**config.mk**
```make
export PLATFORM = sky130hd
export DESIGN_NAME = spartan_expand_flat
export DESIGN_NICKNAME = d
export VERILOG_FILES = /design/src/rtl/spartan_expand_if.sv /design/src/rtl/spartan_expand.sv /design/src/flat_wrapper.sv
export SDC_FILE = /design/constraint.sdc
export NUM_CORES = 1
export LEC_CHECK = 0
export CAP_MARGIN = 5
export CORE_MARGIN = 3
export CORE_UTILIZATION = 48
export DETAILED_ROUTE_END_ITERATION = 10
export PLACE_DENSITY_LB_ADDON = 0.12
export SLEW_MARGIN = 20
export SYNTH_ARGS = -nofsm -noshare
export SYNTH_HDL_FRONTEND = slang
export SYNTH_SLANG_ARGS = --single-unit
export TNS_END_PERCENT = 1
```
**constraint.sdc**
```tcl
create_clock -name CLK -period 2.1 [get_ports CLK]
set_clock_uncertainty 0.15 [all_clocks]
set_input_delay 0.42 -clock CLK [delete_from_list [all_inputs] [get_ports CLK]]
set_output_delay 0.42 -clock CLK [all_outputs]
set_load 0.03 [all_outputs]
```
**src/rtl/spartan_expand_if.sv**
```systemverilog
// Handshake bundle for spartan_expand: input word stream in, packed pair stream out.
// FLUSH / DOUT_PARTIAL exist only when SPARTAN_EXPAND_FLUSH_EN is defined.
interface spartan_expand_if #(
  parameter int INPUT_WIDTH = 32
);
  logic [INPUT_WIDTH-1:0]   DIN;
  logic                     DIN_VAL;
  logic                     DIN_RDY;
  logic [2*INPUT_WIDTH-1:0] DOUT;
  logic                     DOUT_VAL;
  logic                     DOUT_RDY;
`ifdef SPARTAN_EXPAND_FLUSH_EN
  logic                     FLUSH;
  logic                     DOUT_PARTIAL;

  // Producer/consumer side that talks to the packer.
  modport master (
    output DIN, DIN_VAL, DOUT_RDY, FLUSH,
    input  DIN_RDY, DOUT, DOUT_VAL, DOUT_PARTIAL
  );

  // Packer side.
  modport slave (
    input  DIN, DIN_VAL, DOUT_RDY, FLUSH,
    output DIN_RDY, DOUT, DOUT_VAL, DOUT_PARTIAL
  );
`else
  // Producer/consumer side that talks to the packer.
  modport master (
    output DIN, DIN_VAL, DOUT_RDY,
    input  DIN_RDY, DOUT, DOUT_VAL
  );

  // Packer side.
  modport slave (
    input  DIN, DIN_VAL, DOUT_RDY,
    output DIN_RDY, DOUT, DOUT_VAL
  );
`endif
endinterface

```
**src/rtl/spartan_expand.sv**
```systemverilog
// spartan_expand: packs two consecutive INPUT_WIDTH words into one 2*INPUT_WIDTH
// word (first word in the low half). Output is a single registered slot.
// Optional flush of an unpaired low half: define SPARTAN_EXPAND_FLUSH_EN.
module spartan_expand #(
  parameter int INPUT_WIDTH = 32
) (
  input  logic           CLK,
  input  logic           RST,
  spartan_expand_if.slave bus
);

  localparam int OUT_WIDTH = 2 * INPUT_WIDTH;

  typedef enum logic {
    EMPTY = 1'b0,  // no low half held
    HALF  = 1'b1   // low half waiting for its partner
  } state_e;

  state_e                 state_q, state_d;
  logic [INPUT_WIDTH-1:0] low_q, low_d;
  logic [OUT_WIDTH-1:0]   dout_q, dout_d;
  logic                   dout_val_q, dout_val_d;
`ifdef SPARTAN_EXPAND_FLUSH_EN
  logic                   partial_q, partial_d;
  logic                   pend_q, pend_d;
`endif

  logic out_free;
  logic din_rdy;
  logic in_xfer;

  // The output slot can take new data if it is empty or being drained now.
  assign out_free = !dout_val_q || bus.DOUT_RDY;
  // A first word never needs the output slot; a second word does.
  assign din_rdy  = (state_q == EMPTY) || out_free;
  assign in_xfer  = bus.DIN_VAL && din_rdy;

  assign bus.DIN_RDY  = din_rdy;
  assign bus.DOUT     = dout_q;
  assign bus.DOUT_VAL = dout_val_q;
`ifdef SPARTAN_EXPAND_FLUSH_EN
  assign bus.DOUT_PARTIAL = partial_q;
`endif

  // Next-state: pack words, drain the output slot, and handle flush requests.
  always_comb begin
    // NOTE: every variable gets a default first so no path leaves it unassigned (no latch).
    state_d    = state_q;
    low_d      = low_q;
    dout_d     = dout_q;
    dout_val_d = dout_val_q && !bus.DOUT_RDY;  // drained unless reloaded below
`ifdef SPARTAN_EXPAND_FLUSH_EN
    partial_d  = partial_q;
    pend_d     = pend_q;
`endif

    unique case (state_q)
      EMPTY: begin
        if (in_xfer) begin
          low_d   = bus.DIN;
          state_d = HALF;
        end
      end
      HALF: begin
        if (in_xfer) begin
          // A completing word always wins over any flush request.
          dout_d     = {bus.DIN, low_q};
          dout_val_d = 1'b1;
          state_d    = EMPTY;
`ifdef SPARTAN_EXPAND_FLUSH_EN
          partial_d  = 1'b0;
          pend_d     = 1'b0;
`endif
        end
`ifdef SPARTAN_EXPAND_FLUSH_EN
        else if (pend_q && out_free) begin
          dout_d     = {{INPUT_WIDTH{1'b0}}, low_q};
          dout_val_d = 1'b1;
          partial_d  = 1'b1;
          pend_d     = 1'b0;
          state_d    = EMPTY;
        end else if (bus.FLUSH) begin
          pend_d = 1'b1;
        end
`endif
      end
      default: state_d = EMPTY;
    endcase
  end

  // State register with synchronous active-high reset.
  always_ff @(posedge CLK) begin
    // NOTE: sequential state uses non-blocking assignments so all flops update from pre-edge values.
    if (RST) begin
      state_q    <= EMPTY;
      // NOTE: the held low word is reset as well, so a discarded half can never reappear on DOUT.
      low_q      <= '0;
      dout_q     <= '0;
      dout_val_q <= 1'b0;
`ifdef SPARTAN_EXPAND_FLUSH_EN
      partial_q  <= 1'b0;
      pend_q     <= 1'b0;
`endif
    end else begin
      state_q    <= state_d;
      low_q      <= low_d;
      dout_q     <= dout_d;
      dout_val_q <= dout_val_d;
`ifdef SPARTAN_EXPAND_FLUSH_EN
      partial_q  <= partial_d;
      pend_q     <= pend_d;
`endif
    end
  end

endmodule
```
**src/flat_wrapper.sv**
```systemverilog
// flat-port wrapper written by rule: the top's interface ports become plain ports
module spartan_expand_flat 
#(
  parameter int INPUT_WIDTH = 32
)
  (CLK, RST, bus_DIN, bus_DIN_VAL, bus_DOUT_RDY, bus_DIN_RDY, bus_DOUT, bus_DOUT_VAL);
  spartan_expand_if #(.INPUT_WIDTH(INPUT_WIDTH)) bus_i ();
  input  logic CLK;
  input  logic RST;
  input wire logic [$bits(bus_i.DIN)-1:0] bus_DIN;
  input wire logic [$bits(bus_i.DIN_VAL)-1:0] bus_DIN_VAL;
  input wire logic [$bits(bus_i.DOUT_RDY)-1:0] bus_DOUT_RDY;
  output wire logic [$bits(bus_i.DIN_RDY)-1:0] bus_DIN_RDY;
  output wire logic [$bits(bus_i.DOUT)-1:0] bus_DOUT;
  output wire logic [$bits(bus_i.DOUT_VAL)-1:0] bus_DOUT_VAL;
  assign bus_i.DIN = bus_DIN;
  assign bus_i.DIN_VAL = bus_DIN_VAL;
  assign bus_i.DOUT_RDY = bus_DOUT_RDY;
  assign bus_DIN_RDY = bus_i.DIN_RDY;
  assign bus_DOUT = bus_i.DOUT;
  assign bus_DOUT_VAL = bus_i.DOUT_VAL;
  spartan_expand #(.INPUT_WIDTH(INPUT_WIDTH)) u_core (.CLK(CLK), .RST(RST), .bus(bus_i));
endmodule
```
# == After elaboration in Yosys (flattened, before gate mapping) ==
# Cells that the tools add are included.
# totals
reg_bits,98
romBits,0
latch_bits,0
in_bits,36
ramBits,0
mem_count,0
out_inout_bits,66
# op_classes
n_mul,0
n_eq_ne,0
n_shift,0
muxes,5
n_addsub,0
div_mod_pow,0
reduce_logical,8
bitwise,1
magnitude_cmp,0
# op_table
operator,count
$mux 1,4
$reduce_and 2->1,2
$logic_and 1x1->1,2
$logic_not 1->1,2
$logic_or 1x1->1,2
$pmux 1 s2,1
$not 1->1,1

# == Logic depth before layout (Yosys ltp) ==
# Gate-level depths: netlist of the first run.
# depth
depth_word,6
ltp_mapped,8
depth_no_buf,5

# == Least setup slack after synthesis of the first run ==
# No wires, ideal clock.
# synth_path
kind,reg2reg
start,register u_core.state_q
end,register u_core.dout_q[0] (netlist: u_core.bus.DOUT[0])
synth_period_minus_slack_ns,2.077
setup_ns,0.117
arrival_time_ns,1.810
path_slack_ns,0.023
t_required_ns,1.833
path_stages_with_launch,9
path_cell_list,dfxtp_1 -> clkbuf_2 -> nand3b_1 -> and2_1 -> ha_1 -> buf_4 -> buf_6 -> mux2i_1 -> nor2_1
# synth_between
elab_chain_cells,4
# synth_lines
item,line_no,source
start: declaration,spartan_expand.sv:19,"state_e state_q, state_d;"
start signal: assignment,spartan_expand.sv:105,state_q <= state_d;
$not 1->1 (no source line),-,
$logic_or 1x1->1,spartan_expand.sv:35,assign din_rdy = (state_q == EMPTY) || out_free;
via bus_DIN_RDY,flat_wrapper.sv:13,output wire logic [$bits(bus_i.DIN_RDY)-1:0] bus_DIN_RDY;
$logic_and 1x1->1,spartan_expand.sv:36,assign in_xfer = bus.DIN_VAL && din_rdy;
$reduce_and 2->1 (no source line),-,
end signal: assignment,spartan_expand.sv:107,dout_q <= dout_d;
end: declaration,spartan_expand.sv:21,"logic [OUT_WIDTH-1:0] dout_q, dout_d;"
# The timed path passes the listed nets, and every way through them passes these cells.
# A chain may end at the register's enable or synchronous reset.

# == Worst setup path after layout of the first run ==
# layout_path
start,register u_core.dout_val_q (netlist: u_core.bus.DOUT_VAL)
end,output bus_DOUT_VAL
# layout_rtl
item,line_no,source
start: declaration,spartan_expand.sv:22,"logic dout_val_q, dout_val_d;"
start signal: assignment,spartan_expand.sv:108,dout_val_q <= dout_val_d;
end: declaration,flat_wrapper.sv:15,output wire logic [$bits(bus_i.DOUT_VAL)-1:0] bus_DOUT_VAL;
# No word-level cell between the ends.

==> results of run 1 <==
==> layout by cell type (no fill, tap or decap) <==
cell	n
clkdlybuf4s50_1	99
dfxtp_1	98
mux2i_1	64
nor2_1	64
nand2b_1	33
nand4bb_1	32
o21ai_1	32
clkbuf_8	9
buf_4	9
buf_12	5
bufinv_16	2
nand3b_1	1
and2_1	1
and2b_4	1
nor2b_1	1
nand2_1	1
a21oi_1	1
ha_4	1
clkinv_2	1
inv_6	1
clkinv_4	1
clkinvlp_4	1
clkbuf_1	1
==> worst reg2reg max path: cells and delay by family (launching register included) <==
| kind | cells | cell delay (ns) |
|---|---|---|
| buf+inv | 2 | 0.47 |
| fa+ha+maj | 1 | 0.23 |
| flops | 1 | 0.36 |
| mux | 1 | 0.25 |
| simple gates | 1 | 0.06 |
==> sequential cells by signal, indices dropped and copies added (netlist names) <==
| signal | count |
|---|---|
| u_core.bus.DOUT | 64 |
| u_core.bus.DOUT_VAL | 1 |
| u_core.low_q | 32 |
| u_core.state_q | 1 |
==> per-stage QoR <==
stage          cells  utilization, %  hold slack [ns]  instance area [um^2]  setup WS, ns
2_1_floorplan    360               -            0.291                  3830        0.0229
3_3_place_gp     542            65.7            0.301                  4920      -0.00474
3_5_place_dp     542            65.7            0.303                  4920       -0.0938
4_1_cts          558            68.6            0.321                  5130        0.0974
5_1_grt          558            68.6            0.339                  5130        0.0547
6_report         558            68.6            0.319                  5130         0.121
==> routing by layer <==
| layer | part of all wire, % | vias to the layer above | global-route usage [%] |
|---|---|---|---|
| met2 | 47 | 78 | 31.0 |
| li1 | - | 1418 | - |
| met3 | 7.3 | 6 | 6.55 |
| met4 | 1.2 | 0 | 6.04 |
| met1 | 45 | 1320 | 24.6 |
| met5 | 0 | - | 0 |
==> worst paths after layout <==
kind                             from  depth (start not counted)             endpoint
setup / recovery  u_core.bus.DOUT_VAL                          1         bus_DOUT_VAL
hold / removal       u_core.low_q[10]                          2     u_core.low_q[10]
hold reg to reg      u_core.low_q[10]                          2     u_core.low_q[10]
setup reg to reg       u_core.state_q                          5  u_core.bus.DOUT[20]
==> layout make-up <==
| class | instances | area (um^2) |
|---|---|---|
| clock buffers | 10 | 128 |
| clock inverters | 6 | 90.1 |
| fillers | 590 | 2350 |
| multi-input cells | 232 | 1670 |
| flip-flops and latches | 98 | 1960 |
| well taps | 99 | 124 |
| repair buffers | 113 | 1160 |
==> power by group <==
part / switching [mW] / leakage, nW / total, mW / internal, mW
registers: 0.0450 / 0.798 / 1.99 / 1.94
logic: 0.293 / 0.881 / 0.587 / 0.294
clock network: 0.647 / 0.107 / 1.32 / 0.676
total: 0.984 / 1.79 / 3.90 / 2.91
==> cell families after synthesis <==
| group | synth area share [%] |
|---|---|
| DFF | 51.2 |
| adders and majority gates | 0.326 |
| buffers and inverters | 5.58 |
| and+or+nand+nor | 21.9 |
| AOI/OAI and AO/OA | 4.31 |
| muxes | 16.7 |
==> impl_metrics.sql, run 1 <==
INSERT INTO impl_metrics (metric_group, metric, value, unit) VALUES
('die', 'die_height', '95.4', 'um'),
('die', 'die_w', '95.4', 'um'),
('pwr', 'vdd_ir_drop_max', '0.414', 'mV'),
('worst_setup_path', 'critical-path-slowest-cell', 'clkdlybuf4s50_1', ''),
('clocking', 'h_tree_lvls', '3', ''),
('placed_design', 'post-dp-hpwl', '5390', 'um'),
('timing', 'timing.final.max_slew_violations', '0', ''),
('worst_setup_path', 'reg2reg_setup_slack', '0.46', 'ns'),
('clocking', 'worstSkewPairLatency', '0.36', 'ns'),
('yosys', 'syn_nets', '397', ''),
('routing', 'detail_route.iter0.violations', '122', ''),
('grt', 'antenna_found_initial', '0', ''),
('yosys', 'avgSynthCellArea', '10.7', 'um^2'),
('clocking', 'cts-hold-fix-buffers', '0', ''),
('min_path', 'timing.hold.worst.class', 'reg -> reg', ''),
('final_layout', 'layout_cell_share_with_drive_strength_beyond_1', '6.75', '%'),
('yosys', 'ys_dominant_reg_cell', 'dfxtp_1', ''),
('final_layout', 'area_overhead_vs_synth', '33.9', '%'),
('grt', 'groute.usage.overall', '19.3', '%'),
('pwr', 'power', '3.90', 'mW'),
('grt', 'grt_overflow_total', '0', ''),
('yosys', 'post-synth-top-area-cell', 'dfxtp_1', ''),
('die', 'floorplan.die_area', '9100', 'um^2'),
('yosys', 'post_synth_main_area_contributors', 'dfxtp_1 51%, mux2i_1 17%, nand4bb_1 9.4%', ''),
('die', 'core.rowCount', '31', ''),
('worst_setup_path', 'critPathBufInv', '1', ''),
('clocking', 'clock_sink_count', '98', ''),
('job', 'drv.max_cap_violation_count', '0', ''),
('routing', 'antenna_violating_nets_post_route', '0', ''),
('yosys', 'post_synth_instance_area', '3830', 'um^2'),
('routing', 'num_vias', '2822', ''),
('worst_setup_path', 'timing_worst_setup_path_type', 'reg -> out', ''),
('yosys', 'netlist-cell-type-count', '18', ''),
('timing', 'final_hold_violations', '0', ''),
('clocking', 'cts.clk_slew.worst_paths', '0.10', 'ns'),
('worst_setup_path', 'crit_family', 'buffers and inverters', ''),
('clocking', 'cts_root_buf', 'clkbuf_8', ''),
('die', 'initial_core_util', '51.2', '%'),
('outcome', 'run_status', 'completed', ''),
('routing', 'dr.pass1.iters', '4', ''),
('placed_design', 'portBuffers', '101', ''),
('timing', 'final.period_utilization', '94.2', '%'),
('yosys', 'gate_count_post_synth', '360', ''),
('worst_setup_path', 'critical_path.max_stage_delay', '0.68', 'ns'),
('placed_design', 'finalWeightedCongestion', '0.689', ''),
('worst_setup_path', 'worstSetupEndpointType', 'output port', ''),
('routing', 'wl_per_cell', '14.7', 'um'),
('worst_setup_path', 'worst-endpoint-required', '1.53', 'ns'),
('die', 'design.core.area', '7490', 'um^2'),
('clocking', 'cts_buffers', '9', ''),
('timing', 'tightestPinTransition', '0.387', 'ns'),
('timing', 'worst_slew_margin_rel', '74.2', '%'),
('clocking', 'cts_tree', 'yes', ''),
('clocking', 'cts.repair.resized', '0', ''),
('clocking', 'clockBufferDepth', '2', ''),
('yosys', 'ys_ff_latch', '98', ''),
('routing', 'via_density_per_instance', '5.06', ''),
('clocking', 'post-cts-setup-buffers', '0', ''),
('yosys', 'most_used_standard_cell_by_instance_count_after_synthesis', 'dfxtp_1', ''),
('grt', 'grt_start_max_net_pins', '81', ''),
('yosys', 'yosys_warnings', '0', ''),
('routing', 'total_wire_length', '8190', 'um'),
('yosys', 'asyncSetResetFlopFracSynth', '0', '%'),
('timing', 'max_freq', '0.505', 'GHz'),
('yosys', 'netlist_top_cells_count', '98 x dfxtp_1, 64 x mux2i_1, 64 x nor2_1, 33 x nand2b_1', ''),
('yosys', 'synth_top_area_share', '51.2', '%'),
('pwr', 'p_leak', '1.79', 'nW'),
('grt', 'grt_first_pass_wirelength', '13700', 'um'),
('timing', 'grt_setup_unrepaired', 'no', ''),
('worst_setup_path', 'cell_chain_critical_path', 'clkdlybuf4s50_1', ''),
('timing', 'setup-tns-final', '0', 'ns'),
('yosys', 'post_synth_edffs', '0', ''),
('timing', 'final.min_clock_period', '1.98', 'ns'),
('routing', 'drt_drc_violations_left', '0', ''),
('pwr', 'power_density_over_cell_area', '759', 'nW/um^2'),
('worst_setup_path', 'critPathLaunchType', 'flip-flop', ''),
('final_layout', 'n_antenna_cell', '0', ''),
('final_layout', 'fin_nets', '491', ''),
('die', 'floorplan.io_pins', '102', ''),
('worst_setup_path', 'critPathMaxFanout', '3', ''),
('timing', 'total_of_endpoints_with_negative_setup_slack_in_the_final_report', '0', ''),
('worst_setup_path', 'timing.critical_path.arrival', '1.41', 'ns'),
('yosys', 'synth-seq-area-share', '51.2', '%'),
('grt', 'vias_in_the_first_global_route', '2787', '');
No activity file was read; power rests on OpenSTA's default activity.
==> run 2, diff against run 1 <==
- SETUP_SLACK_MARGIN: default -> 0.1
==> impl_metrics.sql, run 2 (same netlist as run 1, synthesis figures left out) <==
INSERT INTO impl_metrics (metric_group, metric, value, unit) VALUES
('grt', 'groute.usage.overall', '18.8', '%'),
('worst_setup_path', 'critPathLaunchType', 'flip-flop', ''),
('worst_setup_path', 'reg2reg_from', 'u_core.state_q', ''),
('clocking', 'h_tree_lvls', '3', ''),
('die', 'die_height', '95.4', 'um'),
('routing', 'detail_route.iter0.violations', '77', ''),
('timing', 'worst_slew_margin_rel', '76.6', '%'),
('grt', 'grt_start_max_net_pins', '75', ''),
('final_layout', 'final_util', '69.3', '%'),
('worst_setup_path', 'timing.critical_path.arrival', '1.41', 'ns'),
('min_path', 'min_delay_worst_endpoint', 'u_core.low_q[11]', ''),
('final_layout', 'area_overhead_vs_synth', '35.2', '%'),
('timing', 'final.min_clock_period', '1.98', 'ns'),
('worst_setup_path', 'worst-endpoint-required', '1.53', 'ns'),
('routing', 'via_density_per_instance', '5.10', ''),
('worst_setup_path', 'timing_worst_setup_path_type', 'reg -> out', ''),
('grt', 'grt_overflow_total', '0', ''),
('routing', 'dr.pass1.iters', '4', ''),
('timing', 'grt_setup_unrepaired', 'yes', ''),
('final_layout', 'stdcell_area', '5180', 'um^2'),
('final_layout', 'fin_nets', '491', ''),
('final_layout', 'n_fill_cell', '579', ''),
('placed_design', 'finalWeightedCongestion', '0.719', ''),
('min_path', 'timing.hold.worst.class', 'reg -> reg', ''),
('clocking', 'clockBufferDepth', '2', ''),
('die', 'core.rowCount', '31', ''),
('timing', 'final.period_utilization', '94.5', '%'),
('placed_design', 'post-dp-hpwl', '5380', 'um'),
('final_layout', 'largest_reg_flops', '64', ''),
('worst_setup_path', 'critPathMaxFanout', '2', ''),
('placed_design', 'portBuffers', '101', ''),
('timing', 'finalHoldWorstSlack', '0.317', 'ns'),
('die', 'floorplan.io_pins', '102', ''),
('clocking', 'cts_root_buf', 'clkbuf_8', ''),
('timing', 'max_freq', '0.504', 'GHz'),
('grt', 'antenna_found_initial', '0', ''),
('die', 'die_w', '95.4', 'um'),
('routing', 'wl_per_cell', '14.8', 'um'),
('outcome', 'run_status', 'completed', ''),
('routing', 'drt_drc_violations_left', '0', ''),
('clocking', 'cts-hold-fix-buffers', '0', ''),
('final_layout', 'n_antenna_cell', '0', ''),
('clocking', 'clock_sink_count', '98', ''),
('timing', 'final_hold_violations', '0', ''),
('pwr', 'p_leak', '1.83', 'nW'),
('worst_setup_path', 'cell_chain_critical_path', 'clkdlybuf4s50_1', ''),
('worst_setup_path', 'crit_family', 'buffers and inverters', ''),
('worst_setup_path', 'path_depth', '1', ''),
('clocking', 'cts.repair.resized', '1', ''),
('final_layout', 'commonest_non_fill_non_tap_cell_in_the_layout', 'clkdlybuf4s50_1', ''),
('job', 'drv.max_cap_violation_count', '0', ''),
('routing', 'num_vias', '2834', ''),
('grt', 'vias_in_the_first_global_route', '2807', ''),
('die', 'floorplan.die_area', '9100', 'um^2'),
('timing', 'tightestPinTransition', '0.349', 'ns'),
('timing', 'total_of_endpoints_with_negative_setup_slack_in_the_final_report', '0', ''),
('worst_setup_path', 'worst-r2r-cell-count', '6', ''),
('clocking', 'cts.clk_slew.worst_paths', '0.09', 'ns'),
('clocking', 'cts_tree', 'yes', ''),
('final_layout', 'layout_cell_share_with_drive_strength_beyond_1', '7.00', '%'),
('clocking', 'worstSkewPairLatency', '0.35', 'ns'),
('final_layout', 'layout.cells.most_common_list', '97 x clkdlybuf4s50_1, 96 x dfxtp_1, 64 x mux2i_1, 64 x nor2_1, 33 x nand2b_1', ''),
('placed_design', 'dpl-instance-area', '4930', 'um^2'),
('clocking', 'cts_buffers', '9', ''),
('worst_setup_path', 'critical-path-slowest-cell', 'clkdlybuf4s50_1', ''),
('pwr', 'power_density_over_cell_area', '790', 'nW/um^2'),
('worst_setup_path', 'reg2reg_to', 'u_core.bus.DOUT[44]', ''),
('min_path', 'hold_path_depth', '2', ''),
('die', 'design.core.area', '7490', 'um^2'),
('worst_setup_path', 'worstSetupEndpointType', 'output port', ''),
('routing', 'antenna_violating_nets_post_route', '0', ''),
('worst_setup_path', 'critical_path.max_stage_delay', '0.69', 'ns'),
('die', 'initial_core_util', '51.2', '%'),
('worst_setup_path', 'critPathBufInv', '1', ''),
('min_path', 'hold_path_startpoint', 'u_core.low_q[11]', ''),
('timing', 'timing.final.max_slew_violations', '0', ''),
('routing', 'total_wire_length', '8250', 'um'),
('clocking', 'post-cts-setup-buffers', '0', ''),
('worst_setup_path', 'setup.worst_path.start', 'u_core.bus.DOUT[27]', ''),
('grt', 'grt_first_pass_wirelength', '13400', 'um'),
('pwr', 'vdd_ir_drop_max', '0.372', 'mV'),
('worst_setup_path', 'reg2reg_setup_slack', '0.39', 'ns');
[run 2: cell type report]
| type | instances | area (um^2) | area share [%] |
|---|---|---|---|
| clock inverter | 5 | 129 | 2.49 |
| sequential | 98 | 1960 | 37.9 |
| timing repair buffer | 113 | 1170 | 22.6 |
| clock buffer | 9 | 124 | 2.39 |
| multi-input combinational | 232 | 1670 | 32.2 |
| tap | 99 | 124 | 2.39 |
[run 2: power by group]
| part | total (mW) | leakage (nW) | switching, mW | internal [mW] |
|---|---|---|---|---|
| Combinational | 0.580 | 0.906 | 0.285 | 0.294 |
| Clock | 1.52 | 0.125 | 0.615 | 0.901 |
| Sequential | 2.00 | 0.799 | 0.0547 | 1.95 |
[run 2: worst register-to-register path, stage by stage (launching register included)]
cell      delay (ns)
dfxtp_2         0.51
nand3b_1        0.13
and2_1          0.18
ha_4            0.20
buf_12          0.18
mux2i_1         0.20
nor2_1          0.06
[run 2: how the worst max path moves through the flow]
stage                                to  slack, ns
floorplan            u_core.bus.DOUT[0]       0.14
global placement    u_core.bus.DOUT[50]      0.005
detailed placement  u_core.bus.DOUT[44]      -0.05
CTS                        bus_DOUT[27]        0.1
global route               bus_DOUT[27]       0.07
finish                     bus_DOUT[27]       0.12
[run 2: per-layer routing]
layer	GRT usage, %	vias up	share of wire (%)
met2	29.6	67	47
met3	6.08	12	6.0
li1	-	1412	-
met1	23.9	1343	46
met5	0	-	0
met4	7.11	0	1.4
[run 2: per-stage QoR]
step / setup WS, ns / total power, mW / instances / setup TNS [ns]
6_report: 0.115 / 4.10 / 556 / 0
5_1_grt: 0.0666 / 4.26 / 556 / 0
4_1_cts: 0.0961 / 4.14 / 556 / 0
3_5_place_dp: -0.0474 / 2.63 / 542 / -0.349
3_3_place_gp: 0.00514 / 2.62 / 542 / 0
2_1_floorplan: 0.138 / 2.40 / 360 / 0
==> run 3, diff against run 2 <==
- ABC_AREA: default -> 1
==> impl_metrics.sql, run 3 <==
INSERT INTO impl_metrics (metric_group, metric, value, unit) VALUES
('final_layout', 'multi_input_comb_area', '1370', 'um^2'),
('worst_setup_path', 'critical-path-slowest-cell', 'clkdlybuf4s50_1', ''),
('yosys', 'ys_ff_latch', '98', ''),
('yosys', 'avgSynthCellArea', '7.94', 'um^2'),
('worst_setup_path', 'critPathMaxFanout', '3', ''),
('final_layout', 'fin_nets', '591', ''),
('worst_setup_path', 'timing_worst_setup_path_type', 'reg -> out', ''),
('outcome', 'run_status', 'completed', ''),
('timing', 'worst_slew_margin_rel', '61.0', '%'),
('clocking', 'h_tree_lvls', '3', ''),
('yosys', 'synth_top_area_share', '53.0', '%'),
('yosys', 'most_used_standard_cell_by_instance_count_after_synthesis', 'nor2_1', ''),
('timing', 'final.min_clock_period', '1.97', 'ns'),
('timing', 'finalWorstSetupSlack', '0.132', 'ns'),
('placed_design', 'post-dp-hpwl', '5610', 'um'),
('timing', 'setup-tns-final', '0', 'ns'),
('grt', 'grt_start_max_net_pins', '53', ''),
('final_layout', 'area_overhead_vs_synth', '33.7', '%'),
('yosys', 'syn_nets', '503', ''),
('die', 'initial_core_util', '50.2', '%'),
('die', 'core.rowCount', '31', ''),
('die', 'floorplan.io_pins', '102', ''),
('grt', 'groute.usage.overall', '19.9', '%'),
('final_layout', 'n_fill_cell', '647', ''),
('pwr', 'p_leak', '2.18', 'nW'),
('placed_design', 'dpl.cell_count', '642', ''),
('die', 'floorplan.die_area', '8800', 'um^2'),
('routing', 'total_wire_length', '8440', 'um'),
('routing', 'num_vias', '3209', ''),
('worst_setup_path', 'worst-endpoint-required', '1.53', 'ns'),
('grt', 'grt_first_pass_wirelength', '14100', 'um'),
('clocking', 'worstSkewPairLatency', '0.35', 'ns'),
('clocking', 'clock_sink_count', '98', ''),
('timing', 'timing.final.max_slew_violations', '0', ''),
('routing', 'antenna_violating_nets_post_route', '0', ''),
('placed_design', 'pre_cts_ws', '-0.0437', 'ns'),
('grt', 'vias_in_the_first_global_route', '3005', ''),
('die', 'die_height', '93.8', 'um'),
('placed_design', 'portBuffers', '101', ''),
('die', 'die_w', '93.8', 'um'),
('final_layout', 'final_util', '67.2', '%'),
('worst_setup_path', 'critPathLaunchType', 'flip-flop', ''),
('yosys', 'netlist_top_cells_count', '99 x nor2_1, 98 x dfxtp_1, 64 x o21ai_0, 35 x inv_1, 35 x nand2_1', ''),
('worst_setup_path', 'cell_chain_critical_path', 'clkdlybuf4s50_1', ''),
('clocking', 'clockBufferDepth', '2', ''),
('final_layout', 'layout_cell_share_with_drive_strength_beyond_1', '10.7', '%'),
('grt', 'antenna_found_initial', '0', ''),
('timing', 'final_hold_violations', '0', ''),
('routing', 'detail_route.iter0.violations', '126', ''),
('final_layout', 'largest_reg_flops', '64', ''),
('timing', 'max_freq', '0.508', 'GHz'),
('routing', 'dr.pass1.iters', '5', ''),
('yosys', 'post_synth_main_area_contributors', 'dfxtp_1 53%, nor2_1 10%, o21ai_0 8.7%', ''),
('worst_setup_path', 'crit_family', 'buffers and inverters', ''),
('clocking', 'cts.clk_slew.worst_paths', '0.10', 'ns'),
('clocking', 'cts_root_buf', 'clkbuf_8', ''),
('routing', 'via_density_per_instance', '4.88', ''),
('routing', 'drt_drc_violations_left', '0', ''),
('final_layout', 'layout.cells.most_common_list', '99 x nor2_1, 99 x clkdlybuf4s50_1, 98 x dfxtp_1, 64 x o21ai_0', ''),
('yosys', 'asyncSetResetFlopFracSynth', '0', '%'),
('timing', 'final.period_utilization', '93.7', '%'),
('yosys', 'post_synth_edffs', '0', ''),
('grt', 'grt_overflow_total', '0', ''),
('job', 'drv.max_cap_violation_count', '0', ''),
('die', 'design.core.area', '7370', 'um^2'),
('clocking', 'cts_tree', 'yes', ''),
('worst_setup_path', 'worstSetupEndpointType', 'output port', ''),
('pwr', 'vdd_ir_drop_max', '0.447', 'mV'),
('yosys', 'yosys_warnings', '0', ''),
('timing', 'grt_setup_unrepaired', 'yes', ''),
('placed_design', 'finalWeightedCongestion', '0.782', ''),
('timing', 'total_of_endpoints_with_negative_setup_slack_in_the_final_report', '0', ''),
('worst_setup_path', 'critPathBufInv', '1', ''),
('yosys', 'post_synth_instance_area', '3700', 'um^2'),
('yosys', 'gate_count_post_synth', '466', ''),
('timing', 'finalHoldWorstSlack', '0.332', 'ns'),
('yosys', 'synth-seq-area-share', '53.0', '%'),
('clocking', 'cts_buffers', '9', ''),
('pwr', 'power_density_over_cell_area', '857', 'nW/um^2'),
('min_path', 'timing.hold.worst.class', 'reg -> reg', ''),
('worst_setup_path', 'critical_path.max_stage_delay', '0.69', 'ns'),
('final_layout', 'instances_no_fill', '658', ''),
('yosys', 'netlist-cell-type-count', '17', ''),
('final_layout', 'regArea', '1960', 'um^2'),
('yosys', 'post-synth-top-area-cell', 'dfxtp_1', ''),
('final_layout', 'n_antenna_cell', '0', ''),
('routing', 'wl_per_cell', '12.8', 'um'),
('timing', 'tightestPinTransition', '0.584', 'ns'),
('worst_setup_path', 'timing.critical_path.arrival', '1.40', 'ns'),
('yosys', 'ys_dominant_reg_cell', 'dfxtp_1', '');
==> run 3: cell count changes in the layout (fill, tap and decap cells not counted), moves of 30 or more <==
cell / delta
inv_1: +35
nand4bb_1: -32
nand2b_1: -33
a21oi_1: +32
mux2i_1: -64
o21ai_1: -32
o21ai_0: +64
nor2_2: +30
nand3_1: +33
nor2_1: +35
nand2_1: +34
==> run 3: final cells by class <==
cell class / instances / share of cell area, %
Sequential cell: 98 / 39.6
Tap cell: 99 / 2.50
Timing Repair Buffer: 110 / 22.8
Clock buffer: 12 / 2.93
Inverter: 39 / 3.01
Multi-Input combinational cell: 296 / 27.6
Clock inverter: 4 / 1.52
==> run 3: what timing repair did <==
action / in CTS / in global routing
endpoints found under the setup margin: 0 / 9
buffers inserted: 0 / 0
gates resized for setup: 0 / 1
hold buffers: 0 / 0
==> run 3: report_power, final <==
group	internal (mW)	switching, mW	leakage [nW]
Clock	0.705	0.623	0.103
Combinational	0.341	0.478	1.27
Sequential	2.01	0.0862	0.805
==> run 3: metrics by stage <==
| step | total power, mW | area, um^2 |
|---|---|---|
| floorplan | 2.64 | 3700 |
| global placement | 2.94 | 4730 |
| detailed placement | 2.96 | 4730 |
| CTS | 4.27 | 4950 |
| global route | 4.45 | 4950 |
| finish | 4.24 | 4950 |
==> run 3: path summary, 6_finish.rpt <==
kind,from,endpoint,slack (ns),cells after the start
max reg2reg,u_core.state_q,u_core.bus.DOUT[1],0.35,7
min,u_core.low_q[23],u_core.bus.DOUT[23],0.33,2
min reg2reg,u_core.low_q[23],u_core.bus.DOUT[23],0.33,2
max,u_core.bus.DOUT_VAL,bus_DOUT_VAL,0.13,1
==> run 3: cell families after synthesis <==
group           count (synthesis)  share of synthesized area [%]
simple gates                  198                           23.4
flops                          98                           53.0
compound gates                 97                           13.1
buf+inv                        72                           10.1
fa+ha+maj                       1                          0.338
==> run 3: per-layer routing <==
layer	share of wire, %	GRT usage, %	vias to the layer above
met1	47	27.2	1451
met2	45	30.9	103
met4	0.45	7.82	0
li1	-	-	1653
met5	0	0	-
met3	7.2	3.69	2
